**src/rtl/ifu_fetch_if.sv**
```systemverilog
// rtl/ifu_fetch_if.sv - instruction memory request/response bus between fetch unit and imem
interface ifu_fetch_if;
  logic        imem_req_valid;
  logic        imem_req_ready;
  logic [63:0] imem_req_addr;
  logic        imem_rsp_valid;
  logic [31:0] imem_rsp_data;

  modport master (
    output imem_req_valid,
    output imem_req_addr,
    input  imem_req_ready,
    input  imem_rsp_valid,
    input  imem_rsp_data
  );

  modport slave (
    input  imem_req_valid,
    input  imem_req_addr,
    output imem_req_ready,
    output imem_rsp_valid,
    output imem_rsp_data
  );
endinterface

```
**src/rtl/ifu_fetch.sv**
```systemverilog
// rtl/ifu_fetch.sv - instruction fetch unit: credit-limited imem requests, in-order fetch queue, redirect with stale drop
module ifu_fetch #(
  parameter logic [63:0] RESET_PC = 64'h0000_0000_8000_0000,
  parameter int unsigned FQ_DEPTH = 4
) (
  input  logic        core_clk,
  input  logic        core_rst_n,
  input  logic        pause_ifu,
  input  logic        branch_ifu_taken,
  input  logic [63:0] branch_ifu_pc,
  ifu_fetch_if.master imem,
  output logic        ifu_dfu_valid,
  output logic [63:0] ifu_dfu_pc,
  output logic [31:0] ifu_dfu_inst,
  output logic        ifu_err
);
  localparam int PW = $clog2(FQ_DEPTH);
  localparam int CW = PW + 1;
  localparam logic [CW:0] DEPTH_C = (CW+1)'(FQ_DEPTH);

  typedef enum logic [1:0] {IDLE, FETCH, DRAIN} state_e;

  state_e        state_q;
  logic [63:0]   fetch_pc_q, rsp_pc_q;
  logic [CW-1:0] outstanding_q, count_q, drop_cnt_q;
  logic [PW-1:0] rd_ptr_q, wr_ptr_q;
  logic [63:0]   fq_pc_q   [FQ_DEPTH];
  logic [31:0]   fq_inst_q [FQ_DEPTH];
  logic          dfu_valid_q, err_q;
  logic [63:0]   dfu_pc_q;
  logic [31:0]   dfu_inst_q;

  logic          pop, credit, req_valid, req_fire, rsp_ok, push, spurious;
  logic [CW:0]   occupancy;
  logic [CW-1:0] outstanding_d, count_d, drop_cnt_d;
  logic [PW-1:0] rd_ptr_d, wr_ptr_d;
  logic [63:0]   redirect_pc, head_pc;
  logic [31:0]   head_inst;

  assign redirect_pc = branch_ifu_pc & ~64'h3;

  always_comb begin
    pop        = dfu_valid_q & ~pause_ifu & ~branch_ifu_taken;
    // Buffered entries plus in-flight requests must never exceed the queue size.
    occupancy  = {1'b0, outstanding_q} + {1'b0, count_q} - (CW+1)'(pop);
    credit     = occupancy < DEPTH_C;
    req_valid  = (state_q == FETCH) & credit & ~branch_ifu_taken;
    req_fire   = req_valid & imem.imem_req_ready;
    spurious   = imem.imem_rsp_valid & (outstanding_q == '0);
    rsp_ok     = imem.imem_rsp_valid & (outstanding_q != '0);
    push       = rsp_ok & (drop_cnt_q == '0) & ~branch_ifu_taken;
    outstanding_d = outstanding_q + CW'(req_fire) - CW'(rsp_ok);
    if (branch_ifu_taken) begin
      drop_cnt_d = outstanding_q - CW'(rsp_ok);
      count_d    = '0;
      rd_ptr_d   = wr_ptr_q;
      wr_ptr_d   = wr_ptr_q;
    end else begin
      drop_cnt_d = drop_cnt_q - CW'(rsp_ok & (drop_cnt_q != '0));
      count_d    = count_q + CW'(push) - CW'(pop);
      rd_ptr_d   = rd_ptr_q + PW'(pop);
      wr_ptr_d   = wr_ptr_q + PW'(push);
    end
    // Next head may be the entry being written this cycle.
    head_pc   = fq_pc_q[rd_ptr_d];
    head_inst = fq_inst_q[rd_ptr_d];
    if (push && (rd_ptr_d == wr_ptr_q)) begin
      head_pc   = rsp_pc_q;
      head_inst = imem.imem_rsp_data;
    end
  end

  assign imem.imem_req_valid = req_valid;
  assign imem.imem_req_addr  = fetch_pc_q;

  always_ff @(posedge core_clk) begin
    if (push) begin
      fq_pc_q[wr_ptr_q]   <= rsp_pc_q;
      fq_inst_q[wr_ptr_q] <= imem.imem_rsp_data;
    end
  end

  always_ff @(posedge core_clk or negedge core_rst_n) begin
    if (!core_rst_n) begin
      state_q       <= IDLE;
      fetch_pc_q    <= RESET_PC;
      rsp_pc_q      <= RESET_PC;
      outstanding_q <= '0;
      count_q       <= '0;
      drop_cnt_q    <= '0;
      rd_ptr_q      <= '0;
      wr_ptr_q      <= '0;
      dfu_valid_q   <= 1'b0;
      dfu_pc_q      <= '0;
      dfu_inst_q    <= '0;
      err_q         <= 1'b0;
    end else begin
      case (state_q)
        IDLE:    state_q <= FETCH;
        FETCH:   if (branch_ifu_taken && (drop_cnt_d != '0)) state_q <= DRAIN;
        DRAIN:   if (drop_cnt_d == '0) state_q <= FETCH;
        default: state_q <= IDLE;
      endcase
      outstanding_q <= outstanding_d;
      count_q       <= count_d;
      drop_cnt_q    <= drop_cnt_d;
      rd_ptr_q      <= rd_ptr_d;
      wr_ptr_q      <= wr_ptr_d;
      if (branch_ifu_taken) begin
        fetch_pc_q <= redirect_pc;
        rsp_pc_q   <= redirect_pc;
      end else begin
        if (req_fire) fetch_pc_q <= fetch_pc_q + 64'd4;
        if (push)     rsp_pc_q   <= rsp_pc_q + 64'd4;
      end
      if (count_d != '0) begin
        dfu_valid_q <= 1'b1;
        dfu_pc_q    <= head_pc;
        dfu_inst_q  <= head_inst;
      end else begin
        dfu_valid_q <= 1'b0;
      end
      if (spurious) err_q <= 1'b1;
    end
  end

  assign ifu_dfu_valid = dfu_valid_q;
  assign ifu_dfu_pc    = dfu_pc_q;
  assign ifu_dfu_inst  = dfu_inst_q;
  assign ifu_err       = err_q;
endmodule

```
**src/flat_wrapper.sv**
```systemverilog
// flat-port wrapper written by rule: the top's interface ports become plain ports
module ifu_fetch_flat 
#(
  parameter logic [63:0] RESET_PC = 64'h0000_0000_8000_0000,
  parameter int unsigned FQ_DEPTH = 4
)
  (core_clk, core_rst_n, pause_ifu, branch_ifu_taken, branch_ifu_pc, ifu_dfu_valid, ifu_dfu_pc, ifu_dfu_inst, ifu_err, imem_imem_req_valid, imem_imem_req_addr, imem_imem_req_ready, imem_imem_rsp_valid, imem_imem_rsp_data);
  ifu_fetch_if imem_i ();
  input  logic core_clk;
  input  logic core_rst_n;
  input  logic pause_ifu;
  input  logic branch_ifu_taken;
  input  logic [63:0] branch_ifu_pc;
  output logic ifu_dfu_valid;
  output logic [63:0] ifu_dfu_pc;
  output logic [31:0] ifu_dfu_inst;
  output logic ifu_err;
  output wire logic [$bits(imem_i.imem_req_valid)-1:0] imem_imem_req_valid;
  output wire logic [$bits(imem_i.imem_req_addr)-1:0] imem_imem_req_addr;
  input wire logic [$bits(imem_i.imem_req_ready)-1:0] imem_imem_req_ready;
  input wire logic [$bits(imem_i.imem_rsp_valid)-1:0] imem_imem_rsp_valid;
  input wire logic [$bits(imem_i.imem_rsp_data)-1:0] imem_imem_rsp_data;
  assign imem_imem_req_valid = imem_i.imem_req_valid;
  assign imem_imem_req_addr = imem_i.imem_req_addr;
  assign imem_i.imem_req_ready = imem_imem_req_ready;
  assign imem_i.imem_rsp_valid = imem_imem_rsp_valid;
  assign imem_i.imem_rsp_data = imem_imem_rsp_data;
  ifu_fetch #(.RESET_PC(RESET_PC), .FQ_DEPTH(FQ_DEPTH)) u_core (.core_clk(core_clk), .core_rst_n(core_rst_n), .pause_ifu(pause_ifu), .branch_ifu_taken(branch_ifu_taken), .branch_ifu_pc(branch_ifu_pc), .imem(imem_i), .ifu_dfu_valid(ifu_dfu_valid), .ifu_dfu_pc(ifu_dfu_pc), .ifu_dfu_inst(ifu_dfu_inst), .ifu_err(ifu_err));
endmodule
```
**config.mk**
```make
export PLATFORM = sky130hd
export DESIGN_NAME = ifu_fetch_flat
export DESIGN_NICKNAME = d
export VERILOG_FILES = /design/src/rtl/ifu_fetch_if.sv /design/src/rtl/ifu_fetch.sv /design/src/flat_wrapper.sv
export SDC_FILE = /design/constraint.sdc
export NUM_CORES = 1
export LEC_CHECK = 0
export CAP_MARGIN = 20
export CORE_MARGIN = 10
export CORE_UTILIZATION = 41
export DETAILED_ROUTE_END_ITERATION = 16
export PLACE_DENSITY = 0.62
export SLEW_MARGIN = 20
export SYNTH_ARGS = -nofsm -noshare
export SYNTH_HDL_FRONTEND = slang
export SYNTH_SLANG_ARGS = --single-unit
export TNS_END_PERCENT = 5
```
**constraint.sdc**
```tcl
create_clock -name core_clk -period 30.3 [get_ports core_clk]
set_input_delay 4.545 -clock core_clk [delete_from_list [all_inputs] [get_ports core_clk]]
set_output_delay 4.545 -clock core_clk [all_outputs]
set_load 0.01 [all_outputs]
```
Yosys cells after proc, flatten, opt, wreduce, memory -nomap -nowiden
Memories as Yosys holds them, arrays and structs flattened. A register that Yosys moved wholly into a read port is not among the register bits.
Cells that the tools add are included.

operators by class
  $add $sub $neg = 12
  multiply operators = 0
  div/mod/pow operators = 0
  $lt $le $gt $ge = 1
  equal/unequal tests = 4
  shifts and indexed selects = 0
  muxes and demuxes = 13
  bitwise logic cells = 12
  reduce and logical (&&, ||, !) cells = 14

operators with widths
  kind                                                    number
  2-to-1 mux 64 bit                                       4
  adder 64 x 3 -> 64 bit (second input constant)          2
  nonzero test 3 bit                                      4
  bitwise AND 1 bit                                       10
  zero test 3 bit                                         3
  subtractor 3 x 1 -> 3 bit                               3
  adder 3 x 1 -> 3 bit                                    2
  2-to-1 mux 2 bit                                        3
  2-to-1 mux 3 bit                                        2
  one-hot mux 2 bit (3 select lines)                      1
  adder 2 x 1 -> 2 bit                                    2
  adder 3 x 3 -> 4 bit                                    1
  < comparator 4 x 3 -> 1 bit (second input constant)     1
  nonzero test 2 bit                                      2
  subtractor 4 x 1 -> 4 bit                               1
  2-to-1 mux 1 bit                                        3
  subtractor 3 bit                                        1
  equality test 2 x 1 -> 1 bit (second input constant)    1
  equality test 2 bit (second input constant)             1
  zero test 1 bit                                         2
  zero test 2 bit                                         1
  inequality test 2 x 1 -> 1 bit (second input constant)  1
  inequality test 2 bit (second input constant)           1
  NOT 1 bit                                               2
  2 further kinds                                         2

word-level totals
  register bits = 145
  latch bits = 0
  RAM bits = 384
  memory bits (read-only) = 0
  input bits = 102
  memories = 2

memories
  memory            depth  bits a word  read ports  clocked after Yosys merged registers in  wr ports  line             text
  u_core.fq_pc_q    4      64           1           1                                        1         ifu_fetch.sv:27  logic [63:0] fq_pc_q [FQ_DEPTH];
  u_core.fq_inst_q  4      32           1           1                                        1         ifu_fetch.sv:28  logic [31:0] fq_inst_q [FQ_DEPTH];

Logic depth before layout (Yosys ltp)
  depth in word-level cells = 10
  depth in mapped cells = 15
  mapped depth without buffers = 13

Worst setup path after synthesis
No wires, ideal clock.

  kind = input to register
  start = input port branch_ifu_taken
  end = memory u_core.fq_inst_q[1][0], enable pin
  setup time = 0.810 ns
  arrival time = 15.056 ns
  required time = 29.490 ns
  setup slack = 14.434 ns
  stages on the path = 5
  cell sequence = buf_2 clkbuf_1 clkbuf_1 clkbuf_1 nor4b_1

on the way
  cells in the longest elaborated chain, start to end = 4

ends and longest elaborated chain
  element                                 line                text
  from (decl)                             flat_wrapper.sv:12  input logic branch_ifu_taken;
  NOT 1 bit                               ifu_fetch.sv:51     push = rsp_ok & (drop_cnt_q == '0) & ~branch_ifu_taken;
  bitwise AND 1 bit                       ifu_fetch.sv:51
  2-to-1 mux 1 bit                        ifu_fetch.sv:77     if (push) begin
  2-to-1 mux 1 bit (not written as such)  ifu_fetch.sv:79     fq_inst_q[wr_ptr_q] <= imem.imem_rsp_data;
  to (decl)                               ifu_fetch.sv:28

No other way between the ends.

Worst setup path in the final report
  start = input port pause_ifu
  end = output port imem_imem_req_valid

on the way
  cells in the longest elaborated chain, start to end = 7

ends and longest elaborated chain
  element                         line                text
  from (decl)                     flat_wrapper.sv:11  input logic pause_ifu;
  NOT 1 bit                       ifu_fetch.sv:43     pop = dfu_valid_q & ~pause_ifu & ~branch_ifu_taken;
  bitwise AND 1 bit (2 in a row)  ifu_fetch.sv:43
  subtractor 4 x 1 -> 4 bit       ifu_fetch.sv:45     occupancy = {1'b0, outstanding_q} + {1'b0, count_q} - (CW+1)'(pop);
  < comparator 4 x 3 -> 1 bit     ifu_fetch.sv:46     credit = occupancy < DEPTH_C;
  bitwise AND 1 bit (2 in a row)  ifu_fetch.sv:47     req_valid = (state_q == FETCH) & credit & ~branch_ifu_taken;
  to (decl)                       flat_wrapper.sv:18  output wire logic [$bits(imem_i.imem_req_valid)-1:0] imem_imem_req_valid;

No other way between the ends.

==> summary.md <==
| Metric | Value |
|---|---|
| Max-slew violations | 0 |
| CP startpoint | pause_ifu |
| Gpl congestion | 0.861 |
| Layout cells sized above 1 | 0.139 |
| Worst hold path type | reg2reg |
| Synth Area in XOR/XNOR | 0.0360 |
| FP Rows | 92 |
| Worst Hold End | u_core.ifu_dfu_inst[14] |
| Initial Utilization | 0.415 |
| R2R Path Start | u_core.outstanding_q[1] |
| WHS Path Cells | 2 |
| Max cap viols | 0 |
| CTS Buffer Depth | 3 |
| Largest net degree at the start of global routing | 98 |
| Final hold vios | 0 |
| Mean post-synth cell area | 14.6 um^2 |
| First-pass GRT wire length | 106,000 um |
| Clk Latency, worst-skew pair | 610 ps |
| Clk pwr share | 0.313 |
| Post-DP HPWL | 45,000 um |
| Post-Synth Adder-Cell Area | 0.00866 |
| CTS tree | built |
| Ports | 265 |
| Main combinational cell family by area after synthesis | multiplexers |
| Worst Skew | 28.0 ps |
| Die height | 273 um |
| Static Leakage | 11.2 nW |
| Resize count post-CTS | 0 |
| Via count | 16.1k |
| Cell mode on critical path | clkdlybuf4s50_1 |
| Most frequent cells in the layout | 376 x edfxtp_1, 256 x clkdlybuf4s50_1, 233 x dfrtp_1, 156 x nand2_1, 105 x mux2i_1 |
| Final setup viols | 0 |
| Worst Hold Launch | u_core.ifu_dfu_inst[14] |
| Period utilisation layout | 0.416 |
| Max VDD drop | 52.4 uV |
| IO Port Bufs | 258 |
| Max Fclk | 0.0793 GHz |
| Unrepaired setup endpoints after global routing | false |
| Clock sink total | 611 |
| Num CTS Buffers | 67 |
| Root Buffer | clkbuf_16 |
| Ant. Diodes | 0 |
| Synth Instances | 1,796 |
| Drt pass-1 iters | 5 |
| Sequential area share after synthesis | 0.653 |
| Worst Path Required | 25,760 ps |
| Async SR Flop Fraction | 0.385 |
| Crit path kind | in2out |
| Final non-filler cell total | 2,961 |
| GRT overflow | 0 |
| PD cells | 80.8 mW/mm^2 |
| Post-CTS setup-driven buffer insertion count | 0 |
| DR WL/cell | 23.4 um |
| FF-to-FF End | u_core.ifu_dfu_pc[6] |
| R2R depth | 13 |
| Int Pwr | 0.00181 W |
| Tightest Pin Transition | 1130 ps |
| Initial DRC count | 1,128 |
| Initial antenna violation count | 1 |
| Crit-path max FO | 7 |
| Chip Width | 273 um |
| Synth Warn # | 0 |
| Slowest CP cell | a2111oi_0 |
| Synth Area in Compound Gates | 0.0584 |
| Simple-gate share of the synthesized area | 0.0814 |
| Crit path cell chain | clkdlybuf4s50_1 -> nor3b_2 -> nand2_1 -> ha_1 -> nor3_1 -> o21ai_1 -> a2111oi_0 -> clkdlybuf4s50_1 |
| Synth unique cells | 64 |
| DRC | 0 |
| Comb power frac | 0.267 |
| #FFs+latches synth | 611 |
| Clock Pin Slew Worst Setup and Hold Paths | 60 ps |
| Synth Cell Area | 0.0263 mm^2 |
| Sw Ratio | 0.300 |
| Switch Pwr | 0.000778 W |
| Min Tclk post-route | 12,600 ps |
| Post-placement cell count | 2,837 |
| Hold_buf cts | 0 |
| Largest stage delay, worst path | 890 ps |
| Sequential fraction of design power | 0.420 |
| Main synth FF type | edfxtp_1 |
| Post-synth EDFFs | 376 |
| R2R Setup Slk | 25,460 ps |
| Area Overhead vs Synth | 21.7% |
| Element type at the critical path end | output pin |
| H-tree depth | 3 |
| Post-DR vias/cell | 5.44 |
| WL final | 69,100 um |
| Die ar. | 0.0747 mm^2 |
| Total track usage | 0.184 |
| Status | completed |
| Commonest non-fill, non-tap cell in the layout | edfxtp_1 |
| CP Launch Type | primary input |
| Critical Path AT | 8060 ps |
| Routed Antenna Nets | 0 |
| Rel. slew slack | 0.243 |
| Nets@finish | 2,179 |
| Number of global-route vias before repair | 16.9k |
| Setup TNS | 0 ps |
| Core Area | 0.0633 mm^2 |
| Mux share of post-synthesis cell area | 0.140 |
==> state kept, by name (all words and copies together) (netlist names) <==
signal                     flops
u_core.fq_pc_q               248
u_core.fq_inst_q             128
u_core.ifu_dfu_pc             62
u_core.imem.imem_req_addr     62
u_core.rsp_pc_q               62
u_core.ifu_dfu_inst           32
u_core.count_q                 3
u_core.drop_cnt_q              3
u_core.outstanding_q           3
u_core.rd_ptr_q                2
u_core.state_q                 2
u_core.wr_ptr_q                2
u_core.ifu_dfu_valid           1
u_core.ifu_err                 1
==> layer usage <==
metal  vias to the layer above  part of all wire  track usage
met5                         -                 0            0
met4                         0             0.019       0.0507
met3                        84             0.061       0.0387
met2                       446              0.49        0.306
met1                      8248              0.43        0.243
li1                       7333                 -            -
==> cell usage after synthesis (all sizes together), types with 4 or more instances <==
master / n / share of area
a2111oi: 10 / 0.0043
nand2: 156 / 0.022
nand2b: 19 / 0.0045
nor4: 25 / 0.0062
edfxtp: 376 / 0.43
xor2: 45 / 0.015
ha: 15 / 0.0071
inv: 49 / 0.0070
mux4: 94 / 0.080
or3: 8 / 0.0021
a211oi: 13 / 0.0037
dfrtp: 233 / 0.22
nor3b: 5 / 0.0016
a21oi: 39 / 0.0074
mux2i: 106 / 0.040
a211o: 4 / 0.0013
mux2: 45 / 0.019
or2: 6 / 0.0014
o211ai: 8 / 0.0027
clkbuf: 61 / 0.0087
nand3: 43 / 0.0082
o21ai: 102 / 0.019
a21boi: 22 / 0.0063
a31oi: 7 / 0.0017
xnor2: 63 / 0.021
and2: 5 / 0.0012
nor2: 54 / 0.0077
and3: 22 / 0.0052
o31a: 11 / 0.0037
nand4: 44 / 0.011
nor3: 29 / 0.0055
o31ai: 8 / 0.0023
and4: 5 / 0.0017
buf: 34 / 0.0066
==> area by class of cell <==
cell class	instances	area [um^2]
Multi-Input combinational cell	1043	8620
Clock buffer	94	1870
Tap cell	846	1060
Clock inverter	30	309
Timing Repair Buffer	287	2800
Fill cell	5422	31300
Inverter	50	190
Sequential cell	611	17200
==> stage by stage <==
| step | power [W] | worst slack (ps) | instance area (um^2) | util | hold WS (ps) |
|---|---|---|---|---|---|
| final | 0.00259 | 17700 | 32000 | 0.506 | 478 |
| after global routing | 0.00273 | 17550 | 32000 | 0.506 | 506 |
| after CTS | 0.00263 | 17770 | 32000 | 0.506 | 482 |
| after detailed placement | 0.00181 | 17800 | 29800 | 0.471 | 469 |
| after global placement | 0.00179 | 17770 | 29800 | 0.471 | 460 |
| after floorplan | 0.00150 | 14430 | 26300 | - | 503 |
==> cell families (layout without fill, tap and decap cells) <==
| logic type | count (synthesis) | count (layout) |
|---|---|---|
| flops | 611 | 611 |
| simple gates | 429 | 429 |
| mux | 245 | 245 |
| compound gates | 240 | 240 |
| buf+inv | 145 | 461 |
| xor+xnor | 108 | 108 |
| fa+ha+maj | 17 | 17 |
| other cells | 1 | 4 |
==> power groups by stage <==
stage / Sequential, W / Clock (W) / Combinational (W)
3_3_place_gp: 0.00110 / 0 / 0.000696
2_1_floorplan: 0.00111 / 0 / 0.000383
6_report: 0.00109 / 0.000812 / 0.000691
4_1_cts: 0.00109 / 0.000833 / 0.000710
5_1_grt: 0.00110 / 0.000865 / 0.000764
3_5_place_dp: 0.00110 / 0 / 0.000707
==> worst max-delay path by stage <==
stage,endpoint,slack (ps),depth (start not counted)
2_1_floorplan,u_core.fq_inst_q[1][0],14430,5
3_3_place_gp,imem_imem_req_valid,17770,8
5_1_grt,imem_imem_req_valid,17550,8
6_report,imem_imem_req_valid,17700,8
4_1_cts,imem_imem_req_valid,17770,8
3_5_place_dp,imem_imem_req_valid,17800,8
==> worst max-delay path, delay by kind of cell <==
family,cells,cell delay (ps)
compound gates,2,1170
buf+inv,2,1120
simple gates,3,950
fa+ha+maj,1,260
Power figures use the tool's default switching activity.
